===== src/rtl/prim_fifo_cnt_pkg.sv =====
// Shared types and helpers for the FIFO pointer controller: error-cause record,
// pointer width helper and wrap-pointer occupancy arithmetic.
package prim_fifo_cnt_pkg;

    typedef struct packed {
        logic ovf;
        logic udf;
    } err_cause_t;

    function automatic int unsigned vbits(input int unsigned value);
        return (value <= 1) ? 1 : $clog2(value);
    endfunction

    // Entries between two wrap pointers; low parts are always below depth.
    function automatic logic [31:0] occupancy(
        input logic        a_msb,
        input logic [31:0] a_low,
        input logic        b_msb,
        input logic [31:0] b_low,
        input logic [31:0] depth
    );
        if (a_msb == b_msb) begin
            return a_low - b_low;
        end
        return depth - b_low + a_low;
    endfunction

endpackage


===== src/rtl/prim_fifo_wrap_ptr.sv =====
// One wrap pointer for an arbitrary-depth FIFO: low part counts 0..Depth-1,
// the extra MSB toggles on every wrap.
module prim_fifo_wrap_ptr #(
    parameter int unsigned Depth = 4,
    parameter int unsigned PtrW  = 2
) (
    input  logic            clk_i,
    input  logic            rst_ni,
    input  logic            clr_i,
    input  logic            load_i,
    input  logic [PtrW:0]   load_val_i,
    input  logic            incr_i,
    output logic [PtrW:0]   ptr_o,
    output logic [PtrW:0]   ptr_incr_o
);

    localparam logic [PtrW-1:0] LastIdx = PtrW'(Depth - 1);

    logic [PtrW:0] ptr_q;

    always_comb begin
        if (ptr_q[PtrW-1:0] == LastIdx) begin
            ptr_incr_o = {~ptr_q[PtrW], {PtrW{1'b0}}};
        end else begin
            ptr_incr_o = ptr_q + {{PtrW{1'b0}}, 1'b1};
        end
    end

    always_ff @(posedge clk_i) begin
        if (!rst_ni) begin
            ptr_q <= '0;
        end else if (clr_i) begin
            ptr_q <= '0;
        end else if (load_i) begin
            ptr_q <= load_val_i;
        end else if (incr_i) begin
            ptr_q <= ptr_incr_o;
        end
    end

    assign ptr_o = ptr_q;

endmodule


===== src/rtl/prim_fifo_sync_cnt_rw.sv =====
// Pointer/occupancy controller for arbitrary-depth synchronous FIFOs with
// watermarks and sticky errors; PRIM_FIFO_CNT_REWIND_EN adds commit/rewind reads.
module prim_fifo_sync_cnt_rw
    import prim_fifo_cnt_pkg::*;
#(
    parameter int unsigned Depth       = 4,
    parameter bit          NeverClears = 1'b0,
    localparam int unsigned PtrW       = vbits(Depth),
    localparam int unsigned DepthW     = vbits(Depth + 1)
) (
    input  logic              clk_i,
    input  logic              rst_ni,
    input  logic              clr_i,
    input  logic              incr_wptr_i,
    input  logic              incr_rptr_i,
    input  logic              commit_i,
    input  logic              rewind_i,
    input  logic [DepthW-1:0] ae_thresh_i,
    input  logic [DepthW-1:0] af_thresh_i,
    output logic [PtrW-1:0]   wptr_o,
    output logic [PtrW-1:0]   rptr_o,
    output logic [DepthW-1:0] depth_o,
    output logic [DepthW-1:0] used_o,
    output logic              full_o,
    output logic              empty_o,
    output logic              almost_full_o,
    output logic              almost_empty_o,
    output logic              wr_ack_o,
    output logic              rd_ack_o,
    output logic              err_o
);

    logic          clr;
    logic          rewind;
    logic          commit;
    logic [PtrW:0] w_q;
    logic [PtrW:0] r_q;
    logic [PtrW:0] c_q;
    logic [PtrW:0] r_incr;
    logic [PtrW:0] r_next;
    logic [PtrW:0] w_incr_unused;
    logic          unused_inputs;
    err_cause_t    err_q;
    err_cause_t    err_d;

    if (NeverClears) begin : g_no_clr
        assign clr = 1'b0;
    end else begin : g_clr
        assign clr = clr_i;
    end

`ifdef PRIM_FIFO_CNT_REWIND_EN
    assign rewind = rewind_i;
    assign commit = commit_i & ~rewind_i;
`else
    assign rewind = 1'b0;
    assign commit = 1'b0;
`endif

    assign unused_inputs = ^{clr_i, commit_i, rewind_i, w_incr_unused, commit};

    assign wr_ack_o = rst_ni & incr_wptr_i & ~full_o;
    assign rd_ack_o = rst_ni & incr_rptr_i & ~empty_o & ~rewind;
    assign r_next   = rd_ack_o ? r_incr : r_q;

    prim_fifo_wrap_ptr #(
        .Depth (Depth),
        .PtrW  (PtrW)
    ) u_wptr (
        .clk_i      (clk_i),
        .rst_ni     (rst_ni),
        .clr_i      (clr),
        .load_i     (1'b0),
        .load_val_i ('0),
        .incr_i     (wr_ack_o),
        .ptr_o      (w_q),
        .ptr_incr_o (w_incr_unused)
    );

    prim_fifo_wrap_ptr #(
        .Depth (Depth),
        .PtrW  (PtrW)
    ) u_rptr (
        .clk_i      (clk_i),
        .rst_ni     (rst_ni),
        .clr_i      (clr),
        .load_i     (rewind),
        .load_val_i (c_q),
        .incr_i     (rd_ack_o),
        .ptr_o      (r_q),
        .ptr_incr_o (r_incr)
    );

`ifdef PRIM_FIFO_CNT_REWIND_EN
    logic [PtrW:0] c_incr_unused;
    logic          unused_c_incr;

    assign unused_c_incr = ^c_incr_unused;

    // Commit snapshots the read pointer including a read accepted this cycle.
    prim_fifo_wrap_ptr #(
        .Depth (Depth),
        .PtrW  (PtrW)
    ) u_cptr (
        .clk_i      (clk_i),
        .rst_ni     (rst_ni),
        .clr_i      (clr),
        .load_i     (commit),
        .load_val_i (r_next),
        .incr_i     (1'b0),
        .ptr_o      (c_q),
        .ptr_incr_o (c_incr_unused)
    );
`else
    logic unused_r_next;

    assign c_q           = r_q;
    assign unused_r_next = ^r_next;
`endif

    assign depth_o = DepthW'(occupancy(w_q[PtrW], 32'(w_q[PtrW-1:0]),
                                       r_q[PtrW], 32'(r_q[PtrW-1:0]), Depth));
    assign used_o  = DepthW'(occupancy(w_q[PtrW], 32'(w_q[PtrW-1:0]),
                                       c_q[PtrW], 32'(c_q[PtrW-1:0]), Depth));

    assign wptr_o         = w_q[PtrW-1:0];
    assign rptr_o         = r_q[PtrW-1:0];
    assign empty_o        = (w_q == r_q);
    assign full_o         = (w_q == (c_q ^ {1'b1, {PtrW{1'b0}}}));
    assign almost_full_o  = (used_o >= af_thresh_i);
    assign almost_empty_o = (depth_o <= ae_thresh_i);

    always_comb begin
        err_d     = err_q;
        err_d.ovf = err_q.ovf | (incr_wptr_i & full_o);
        err_d.udf = err_q.udf | (incr_rptr_i & empty_o & ~rewind);
    end

    always_ff @(posedge clk_i) begin
        if (!rst_ni) begin
            err_q <= '0;
        end else if (clr) begin
            err_q <= '0;
        end else begin
            err_q <= err_d;
        end
    end

    assign err_o = err_q.ovf | err_q.udf;

endmodule


===== config.mk =====
export PLATFORM = sky130hd
export DESIGN_NAME = prim_fifo_sync_cnt_rw
export DESIGN_NICKNAME = d
export VERILOG_FILES = /design/src/rtl/prim_fifo_cnt_pkg.sv /design/src/rtl/prim_fifo_wrap_ptr.sv /design/src/rtl/prim_fifo_sync_cnt_rw.sv
export SDC_FILE = /design/constraint.sdc
export NUM_CORES = 1
export LEC_CHECK = 0
export CORE_AREA = 2 2 57 59
export CTS_BUF_LIST = sky130_fd_sc_hd__clkbuf_4 sky130_fd_sc_hd__clkbuf_8 sky130_fd_sc_hd__clkbuf_16
export DETAILED_ROUTE_END_ITERATION = 16
export DIE_AREA = 0 0 59 61
export PLACE_DENSITY_LB_ADDON = 0.2
export SLEW_MARGIN = 40
export SYNTH_ARGS = -nofsm -noshare
export SYNTH_HDL_FRONTEND = slang
export SYNTH_SLANG_ARGS = --single-unit
export TNS_END_PERCENT = 5

===== constraint.sdc =====
create_clock -name clk_i -period 3.3 [get_ports clk_i]
set_input_delay 0.99 -clock clk_i [delete_from_list [all_inputs] [get_ports clk_i]]
set_output_delay 0.99 -clock clk_i [all_outputs]
set_load 0.02 [all_outputs]

==> metrics.txt, run 1 <==
gr ovfl total=0; via count=approximately 660; final-report max-slew violation count=0; Seq cells post-synth=8; FILL cells=approximately 320; DIE HEIGHT=between 60 and 70 µm; slowest stage delay, CP=roughly 460 ps; worst setup path class=primary input to output pin; HPWL after DPL=about 1.4 mm; Simple-Gate Fraction of Synth Area=~18%; ANT nets after route=0; peak supply drop=between 0.0001 and 0.00015 V; Ys Warns=0; sequential fraction of the synthesis area=roughly 22%; post-synthesis mux area share=about 4.2%; critical path arrival=2240 ps; wire per inst=roughly 12 µm; Least-Margin Pin Slew=613.8 ps; commonest non-fill, non-tap cells in the layout=clkdlybuf4s50_1 (21), buf_4 (13), ha_1 (9); clk slew on worst S/H paths=roughly 60 ps; Synth Area in Compound Gates=17.99%; Post-Synth XOR/XNOR Area=roughly 5.0%; CP most frequent cell=a21o_1; Buffers & Inverters on Critical Path=3; area grow syn2layout=55.71%; Residual DRC=0; root buf cell=clkbuf_4; I/O Pins=30; Mapped Area=approximately 720 µm²; CTS tree=done; Max Freq=about 310 MHz; Routability Congestion=about 0.7; setup bufs post-CTS=0; Hold Crit Start=err_q[0]; end of the worst hold path=err_q[0]; Lkg Pwr=0.5308 nW; CTS max path bufs=2; endpoints failing hold=0; Vias per Instance=4.439; number of clock sinks=8; Fin Hold WS=about 460 ps; full die area=around 3600 µm²; Distinct cells, synth=35; Final min period=about 3200 ps; nets=approximately 140; crit-path cells=clkdlybuf4s50_1 > inv_1 > ha_1 > a21o_1 > a21o_1 > buf_6; layout cells sized above 1=between 20 and 30%; vias in the first global route=roughly 660; Overall Global Routing Usage=between 10% and 20%; Critical Path RT=~2300 ps; status=finished clean; Net Count, Synth=105; htree depth=1; Area contributors post-synth=dfxtp_1 (22%), ha_1 (17%), buf_4 (7.3%); startpoint types=primary input; initial antenna violation count=0; max-cap viol count=0; final setup fails=0; PortBufs=27; Fin Clk Skew=roughly 7.3 ps; # diodes=0; Adder-Cell Fraction of Synth Area=20.07%; starting DRC count in detailed routing=8; CORE AREA=between 2000 and 3000 µm²; Crit-path slowest cell=clkdlybuf4s50_1; Clock Latency Late Sink=approximately 260 ps; TritonRoute pass-1 iters=3; largest family of logic cells by synthesized area=adder cells; Final Util=38.14%; Total Neg Setup Slack=0 ps; Post-Syn Instances=between 80 and 90; Total Wirelength=around 1.7 mm; worst-path fanout max=1; Yosys top cell area share=22.15%; crit share post-route=a little over nine tenths; Reg2Reg Setup Slack=approximately 1600 ps; starting utilization of the core area=between 20 and 25%; Hold Crit Class=flip-flop to flip-flop; R2R depth=5; number of cell rows=20; largest net degree at the start of global routing=10; cell taking the most area after synthesis=dfxtp_1; cell family with most CP delay=buffers and inverters; CTS Hold Buffers Added=0; hold depth=1; FF-to-FF End=u_wptr.ptr_o[2]; Synth Area per Inst=between 8 and 9 µm²; Die Wd=just under 60 µm; RSZ-0062 raised after global routing=no; global-route wire length before repair=about 2.8 mm; Worst R2R Start=u_wptr.ptr_o[1]; CTS buffer count=3; Power Dens Cells=between 200 and 250 nW/µm²; CP endpoint kind=output pin; commonest non-fill, non-tap cell in the layout=clkdlybuf4s50_1; relative slew slack=around 59%
==> metal layers <==
metal | up-vias | track usage, % | wire length [µm]
li1 | 339 | - | -
met1 | 291 | 12.15 | 779
met2 | 23 | 18.10 | 829
met4 | 0 | 4.870 | 28
met5 | - | 0 | 0
met3 | 4 | 1.493 | 88
==> report_power, final <==
part	leakage (nW)	switching [mW]	total [mW]	internal, mW
clock	0.0138	0.0348	0.0765	0.0417
combinational	0.451	0.0345	0.0762	0.0417
sequential	0.0656	0.000757	0.0989	0.0981
==> sequential cells by signal, indices dropped and copies added (netlist names) <==
name	count
err_q	2
u_rptr.ptr_o	3
u_wptr.ptr_o	3
==> cell usage after synthesis (all sizes together) <==
| cell | number |
|---|---|
| ha | 10 |
| inv | 10 |
| dfxtp | 8 |
| buf | 7 |
| nand2 | 7 |
| and2 | 3 |
| mux2i | 3 |
| o21a | 3 |
| a21o | 2 |
| a21oi | 2 |
| nand2b | 2 |
| nand3 | 2 |
| nor2 | 2 |
| nor2b | 2 |
| o211ai | 2 |
| o21ai | 2 |
| or3 | 2 |
| a2111o | 1 |
| a31oi | 1 |
| clkbuf | 1 |
| fa | 1 |
| nand4 | 1 |
| nor3 | 1 |
| o2111ai | 1 |
| o31ai | 1 |
| or2 | 1 |
| or4 | 1 |
| xnor2 | 1 |
| xor2 | 1 |
==> cells by family after synthesis <==
kind of cell,after synthesis
AND/OR/NAND/NOR,24
buffers and inverters,18
AO/OA/AOI/OAI,15
adder cells (fa/ha/maj),11
flip-flops,8
multiplexers,3
XOR/XNOR,2
==> cell type report <==
cell class,instances,area [µm²],area share [%]
flip-flops and latches,8,162.7,14.44
multi-input cells,55,504.2,44.78
inverters,10,37.54,3.333
clock buffers,3,22.52,2.000
well taps,33,41.29,3.667
repair buffers,39,357.8,31.78
==> worst register-to-register path, cell delays in order, from the launching register on <==
cell and delay, ps:
dfxtp_1 320, buf_4 150, ha_1 300, and2_0 280
a2111o_1 460, o21ai_1 80
==> timing repair <==
action / 4_1_cts / 5_1_grt
endpoints found under the setup margin: 4 / 3
resized for setup: 14 / 11
pin swaps: 3 / 4
==> per-stage QoR <==
| stage | power [mW] | cell area [µm²] | std cells | setup slack, ps |
|---|---|---|---|---|
| 2_1_floorplan | 0.1375 | 730.7 | 81 | 49.31 |
| 3_3_place_gp | 0.1718 | 1076 | 145 | -502.3 |
| 3_5_place_dp | 0.1731 | 1076 | 145 | -527.3 |
| 4_1_cts | 0.2496 | 1087 | 148 | -5.890 |
| 5_1_grt | 0.2669 | 1126 | 148 | 20.14 |
| 6_report | 0.2516 | 1126 | 148 | 73.54 |
==> how the worst max path moves through the flow <==
stage                         start        endpoint  slack (ps)  depth (start not counted)
floorplan           u_wptr.ptr_o[0]  almost_empty_o          50                          8
global placement     ae_thresh_i[1]  almost_empty_o        -500                          7
detailed placement   ae_thresh_i[1]  almost_empty_o        -530                          7
CTS                  af_thresh_i[0]   almost_full_o          -6                          6
global route        u_wptr.ptr_o[0]  almost_empty_o          20                          9
finish               af_thresh_i[1]   almost_full_o          70                          6
Note: power is estimated with default switching activity, not from simulation.
==> run 2, diff against run 1 <==
Settings changed: CORE_AREA 2 2 57 59 to 2 2 45 47, DIE_AREA 0 0 59 61 to 0 0 47 49, PLACE_DENSITY from default to 0.82, PLACE_DENSITY_LB_ADDON 0.2 to default.
==> metrics.txt, run 2 (synthesis results as in run 1) <==
status=finished clean; CORE AREA=1842 µm² (-38%); ANT nets after route=0 (unchanged); P_sw=0.07193 mW (+2.7%); endpoints failing hold=0 (unchanged); cell family with most CP delay=buffers and inverters; initial antenna violation count=0 (unchanged); Vias per Instance=4.929 (+11%); Residual DRC=0 (unchanged); Total Neg Setup Slack=0 ps (unchanged); Final min period=3235 ps (+8.709 ps); CP startpoint=af_thresh_i[0]; worst setup path class=primary input to output pin; Routability Congestion=0.7748 (+9.0%); layout cells sized above 1=24.56% (-2.4 points); Crit-path slowest cell=clkdlybuf4s50_1; sw frac=28.65% (+0.81 points); Hold Crit Class=flip-flop to flip-flop; Gate power share=28.7% (-1.6 points); Buffers & Inverters on Critical Path=2 (-1); vias in the first global route=727 (+9.8%); commonest non-fill, non-tap cell in the layout=clkdlybuf4s50_1; Die Wd=47 µm (-20%); final-report max-slew violation count=0 (unchanged); RSZ-0062 raised after global routing=no; number of clock sinks=8 (unchanged); starting utilization of the core area=39.27% (+15 points); global-route wire length before repair=2.849 mm (+2.2%); root buf cell=clkbuf_4; wire per inst=11.70 µm (+0.28%); htree depth=1 (unchanged); critical path arrival=2250 ps (about the same); final setup fails=0 (unchanged); I/O Pins=30 (unchanged); gr ovfl total=0 (unchanged); Flop pwr share=39.4% (about the same); crit share post-route=98.04% (+0.26 points); Fin Clk Skew=7.321 ps (+0.01501 ps); Lkg Pwr=0.5058 nW (-4.7%); startpoint types=primary input; TritonRoute pass-1 iters=4 (+1); CTS buffer count=3 (unchanged); Total Wirelength=1.649 mm (-4.5%); DIE HEIGHT=49 µm (-20%); starting DRC count in detailed routing=4 (-4); Clock power frac=31.9% (+1.5 points); largest net degree at the start of global routing=10 (unchanged); clk slew on worst S/H paths=50 ps (about the same); worst-path fanout max=1 (unchanged); slowest stage delay, CP=470 ps (about the same); CP most frequent cell=a21o_1; full die area=2303 µm² (-36%); nets=140 (-0.71%); CP endpoint kind=output pin; Final Util=59.58% (+21 points); number of cell rows=16 (-20%); Least-Margin Pin Slew=576.3 ps (-37.51 ps); CTS tree=done; relative slew slack=61.50% (+2.5 points); Int Pwr=0.1792 mW (-1.3%); CTS max path bufs=2 (unchanged); crit-path cells=clkdlybuf4s50_1 > ha_1 > nand2b_1 > a21o_1 > a21o_1 > buf_6; max-cap viol count=0 (unchanged); PortBufs=27 (unchanged); Hold Crit Start=err_q[0]; commonest non-fill, non-tap cells in the layout=clkdlybuf4s50_1 (22), buf_4 (11), ha_1 (9); peak supply drop=0.0001466 V (+18%); Worst R2R Start=u_wptr.ptr_o[1]; # diodes=0 (unchanged); Clock Latency Late Sink=260 ps (about the same); Power Dens Cells=228.8 nW/µm² (+2.4%); via count=695 (+5.8%); Critical Path RT=2310 ps (about the same); Overall Global Routing Usage=16.95% (+6.7 points); area grow syn2layout=51.73%; CTS Hold Buffers Added=0 (unchanged); Max Freq=309.1 MHz (-0.27%); HPWL after DPL=1.353 mm (-1.3%)
-- run 2: layout make-up --
cell class	instances	area, µm²
Timing Repair Buffer	38	351.6
Tap cell	27	33.78
Fill cell	173	744.5
Sequential cell	8	162.7
Multi-Input combinational cell	55	489.2
Inverter	10	37.54
Clock buffer	3	22.52
-- run 2: metrics by stage --
stage / cell area (µm²) / power (mW) / hold WS [ps] / std cells / worst slack [ps]
2_1_floorplan: 730.7 / 0.1375 / 429.3 / 81 / 49.31
4_1_cts: 1072 / 0.2489 / 471.2 / 141 / -4.456
3_5_place_dp: 1061 / 0.1726 / 456.5 / 138 / -534.5
3_3_place_gp: 1061 / 0.1704 / 449.4 / 138 / -485.3
6_report: 1097 / 0.2511 / 473.1 / 141 / 64.83
5_1_grt: 1097 / 0.2676 / 505.6 / 141 / 10.57
-- run 2: path summary, 6_finish.rpt --
path	end	slack [ps]	depth (start not counted)
max	almost_full_o	60	6
min	err_q[0]	470	1
max reg2reg	u_wptr.ptr_o[2]	1720	5
min reg2reg	err_q[0]	470	1
-- run 2: worst reg2reg max path, stage by stage (launching register included) --
cell	delay, ps
dfxtp_1	320
buf_4	150
ha_1	300
and2_1	240
a2111o_1	430
o21ai_1	70
-- run 2: power groups by stage --
| stage | registers [mW] | clock network (mW) | logic [mW] |
|---|---|---|---|
| after floorplan | 0.101 | 0 | 0.0365 |
| after CTS | 0.0987 | 0.0802 | 0.0700 |
| after detailed placement | 0.101 | 0 | 0.0717 |
| after global routing | 0.0991 | 0.0897 | 0.0788 |
| after global placement | 0.101 | 0 | 0.0695 |
| final | 0.0989 | 0.0801 | 0.0720 |
-- run 2: repair_timing --
item,CTS,global route
resized for setup,14,10
pin swaps,3,8
endpoints found under the setup margin,4,3
setup buffers,0,0
endpoints found under the hold margin,0,0
-- run 2: layer usage --
metal / vias up / track usage (%) / wire [µm]
met2: 28 / 29.45 / 844
met3: 4 / 3.704 / 130
met4: 0 / 8.333 / 41
met1: 324 / 18.22 / 633
met5: - / 0 / 0
li1: 339 / - / -
==> run 3, diff against run 2 <==
Settings changed: CELL_PAD_IN_SITES_DETAIL_PLACEMENT from default to 0, CELL_PAD_IN_SITES_GLOBAL_PLACEMENT from default to 1, CORE_AREA 2 2 45 47 to 2 2 53 55, DIE_AREA 0 0 47 49 to 0 0 55 57, PLACE_DENSITY 0.82 to 0.8.
==> metrics.txt, run 3 (synthesis results as in run 1) <==
R2R depth=5 (unchanged); Worst R2R Start=u_wptr.ptr_o[0]; setup bufs post-CTS=0 (unchanged); initial antenna violation count=0 (unchanged); crit share post-route=97.92% (-0.12 points); Tot Pwr=0.2516 mW (+0.19%); Power Dens Cells=226.2 nW/µm² (-1.2%); clk slew on worst S/H paths=60 ps (about the same); Hold Crit Start=err_q[1]; gr ovfl total=0 (unchanged); final setup fails=0 (unchanged); status=finished clean; Clock Latency Late Sink=260 ps (about the same); Post-Place Worst Slack=-563.1 ps (-28.56 ps); CP endpoint kind=output pin; Overall Global Routing Usage=11.19% (-5.8 points); htree depth=1 (unchanged); relative slew slack=60.72% (-0.78 points); Routability Congestion=0.7072 (-8.7%); vias in the first global route=647 (-11%); Reg2Reg Setup Slack=1720 ps (about the same); Least-Margin Pin Slew=588.0 ps (+11.73 ps); worst setup path class=primary input to output pin; number of cell rows=19 (+3); TritonRoute pass-1 iters=4 (unchanged); Non-Filler Instances=146 (+3.5%); # diodes=0 (unchanged); Max Freq=309.5 MHz (+0.12%); FF-to-FF End=u_wptr.ptr_o[2]; Critical Path RT=2310 ps (about the same); largest net degree at the start of global routing=10 (unchanged); CTS tree=done; commonest non-fill, non-tap cell in the layout=clkdlybuf4s50_1; startpoint types=primary input; Lkg Pwr=0.5224 nW (+3.3%); Residual DRC=0 (unchanged); I/O Pins=30 (unchanged); full die area=3135 µm² (+36%); Total Wirelength=1.679 mm (+1.8%); critical path arrival=2240 ps (about the same); starting DRC count in detailed routing=10 (+6); area grow syn2layout=53.81%; Fin Hold WS=477.2 ps (+4.128 ps); number of clock sinks=8 (unchanged); starting utilization of the core area=27.66% (-12 points); DIE HEIGHT=57 µm (+16%); endpoints failing hold=0 (unchanged); CTS buffer count=3 (unchanged); Final min period=3231 ps (-3.926 ps); Die Wd=55 µm (+17%); peak supply drop=0.0001718 V (+17%); Total Neg Setup Slack=0 ps (unchanged); RSZ-0062 raised after global routing=yes; hold depth=2 (+1); global-route wire length before repair=2.649 mm (-7.0%); commonest non-fill, non-tap cells in the layout=clkdlybuf4s50_1 (21), buf_4 (13), ha_1 (9); DP Cell Count=143 (+3.6%); CTS Hold Buffers Added=0 (unchanged); ANT nets after route=0 (unchanged); max-cap viol count=0 (unchanged); via count=673 (-3.2%); register area=160.2 µm² (-1.5%); nets=141 (+0.71%); Setup WS post-layout=68.75 ps (+3.926 ps); root buf cell=clkbuf_4; final-report max-slew violation count=0 (unchanged); CTS max path bufs=2 (unchanged); FILL cells=266 (+54%); Vias per Instance=4.610 (-6.5%); layout cells sized above 1=24.35% (-0.21 points); CORE AREA=2615 µm² (+42%); wire per inst=11.50 µm (-1.7%); Fin Clk Skew=1.609 ps (-5.711 ps); end of the worst hold path=err_q[1]; PortBufs=27 (unchanged); HPWL after DPL=1.390 mm (+2.7%); Hold Crit Class=flip-flop to flip-flop; worst-path fanout max=1 (unchanged); multi-input logic area=491.7 µm² (+0.51%)
run 3: cell count changes in the layout (fill, tap and decap cells not counted), moves of 2 or more:
cell	before	now
dfxtp_2	2	0
dfxtp_1	6	8
buf_4	11	13
dlymetal6s2s_1	0	2
run 3: routing by layer:
metal,track usage (%),wire [µm],up-vias
li1,-,-,344
met1,14.57,722,298
met2,18.20,776,31
met3,2.618,180,0
met4,3.136,0,0
met5,0,0,-
run 3: critical path: stages:
cell	delay, ps
clkdlybuf4s50_1	450
inv_1	40
ha_1	290
a21o_1	150
a21o_1	170
buf_4	150
run 3: how the worst max path moves through the flow:
stage / start / endpoint / slack [ps] / cells after the start
after floorplan: u_wptr.ptr_o[0] / almost_empty_o / 50 / 8
after global placement: ae_thresh_i[1] / almost_empty_o / -490 / 7
after detailed placement: ae_thresh_i[1] / almost_empty_o / -560 / 7
after CTS: ae_thresh_i[1] / almost_empty_o / -60 / 7
after global routing: u_wptr.ptr_o[0] / almost_full_o / -30 / 9
final: af_thresh_i[1] / almost_full_o / 70 / 6
run 3: layout make-up:
| cell class | count | area share [%] |
|---|---|---|
| clock buffer | 3 | 2.025 |
| tap | 31 | 3.487 |
| multi-input combinational | 55 | 44.21 |
| inverter | 10 | 3.375 |
| timing repair buffer | 39 | 32.51 |
| sequential | 8 | 14.40 |
run 3: report_power, final:
part	internal [mW]	switching, mW	total (mW)
clock network	0.0420	0.0392	0.0812
registers	0.0979	0.000726	0.0986
logic	0.0384	0.0333	0.0717
total	0.178	0.0732	0.252
run 3: through the flow:
step                      instance area, µm²  utilization (%)
after floorplan                        730.7                -
after global placement                  1074            41.05
after detailed placement                1074            41.05
after CTS                               1086            41.53
after global routing                    1112            42.54
final                                   1112            42.54
run 3: what timing repair did:
action | in CTS | in global routing
setup endpoints to repair | 4 | 3
gates resized for setup | 13 | 9
pin swaps | 0 | 4
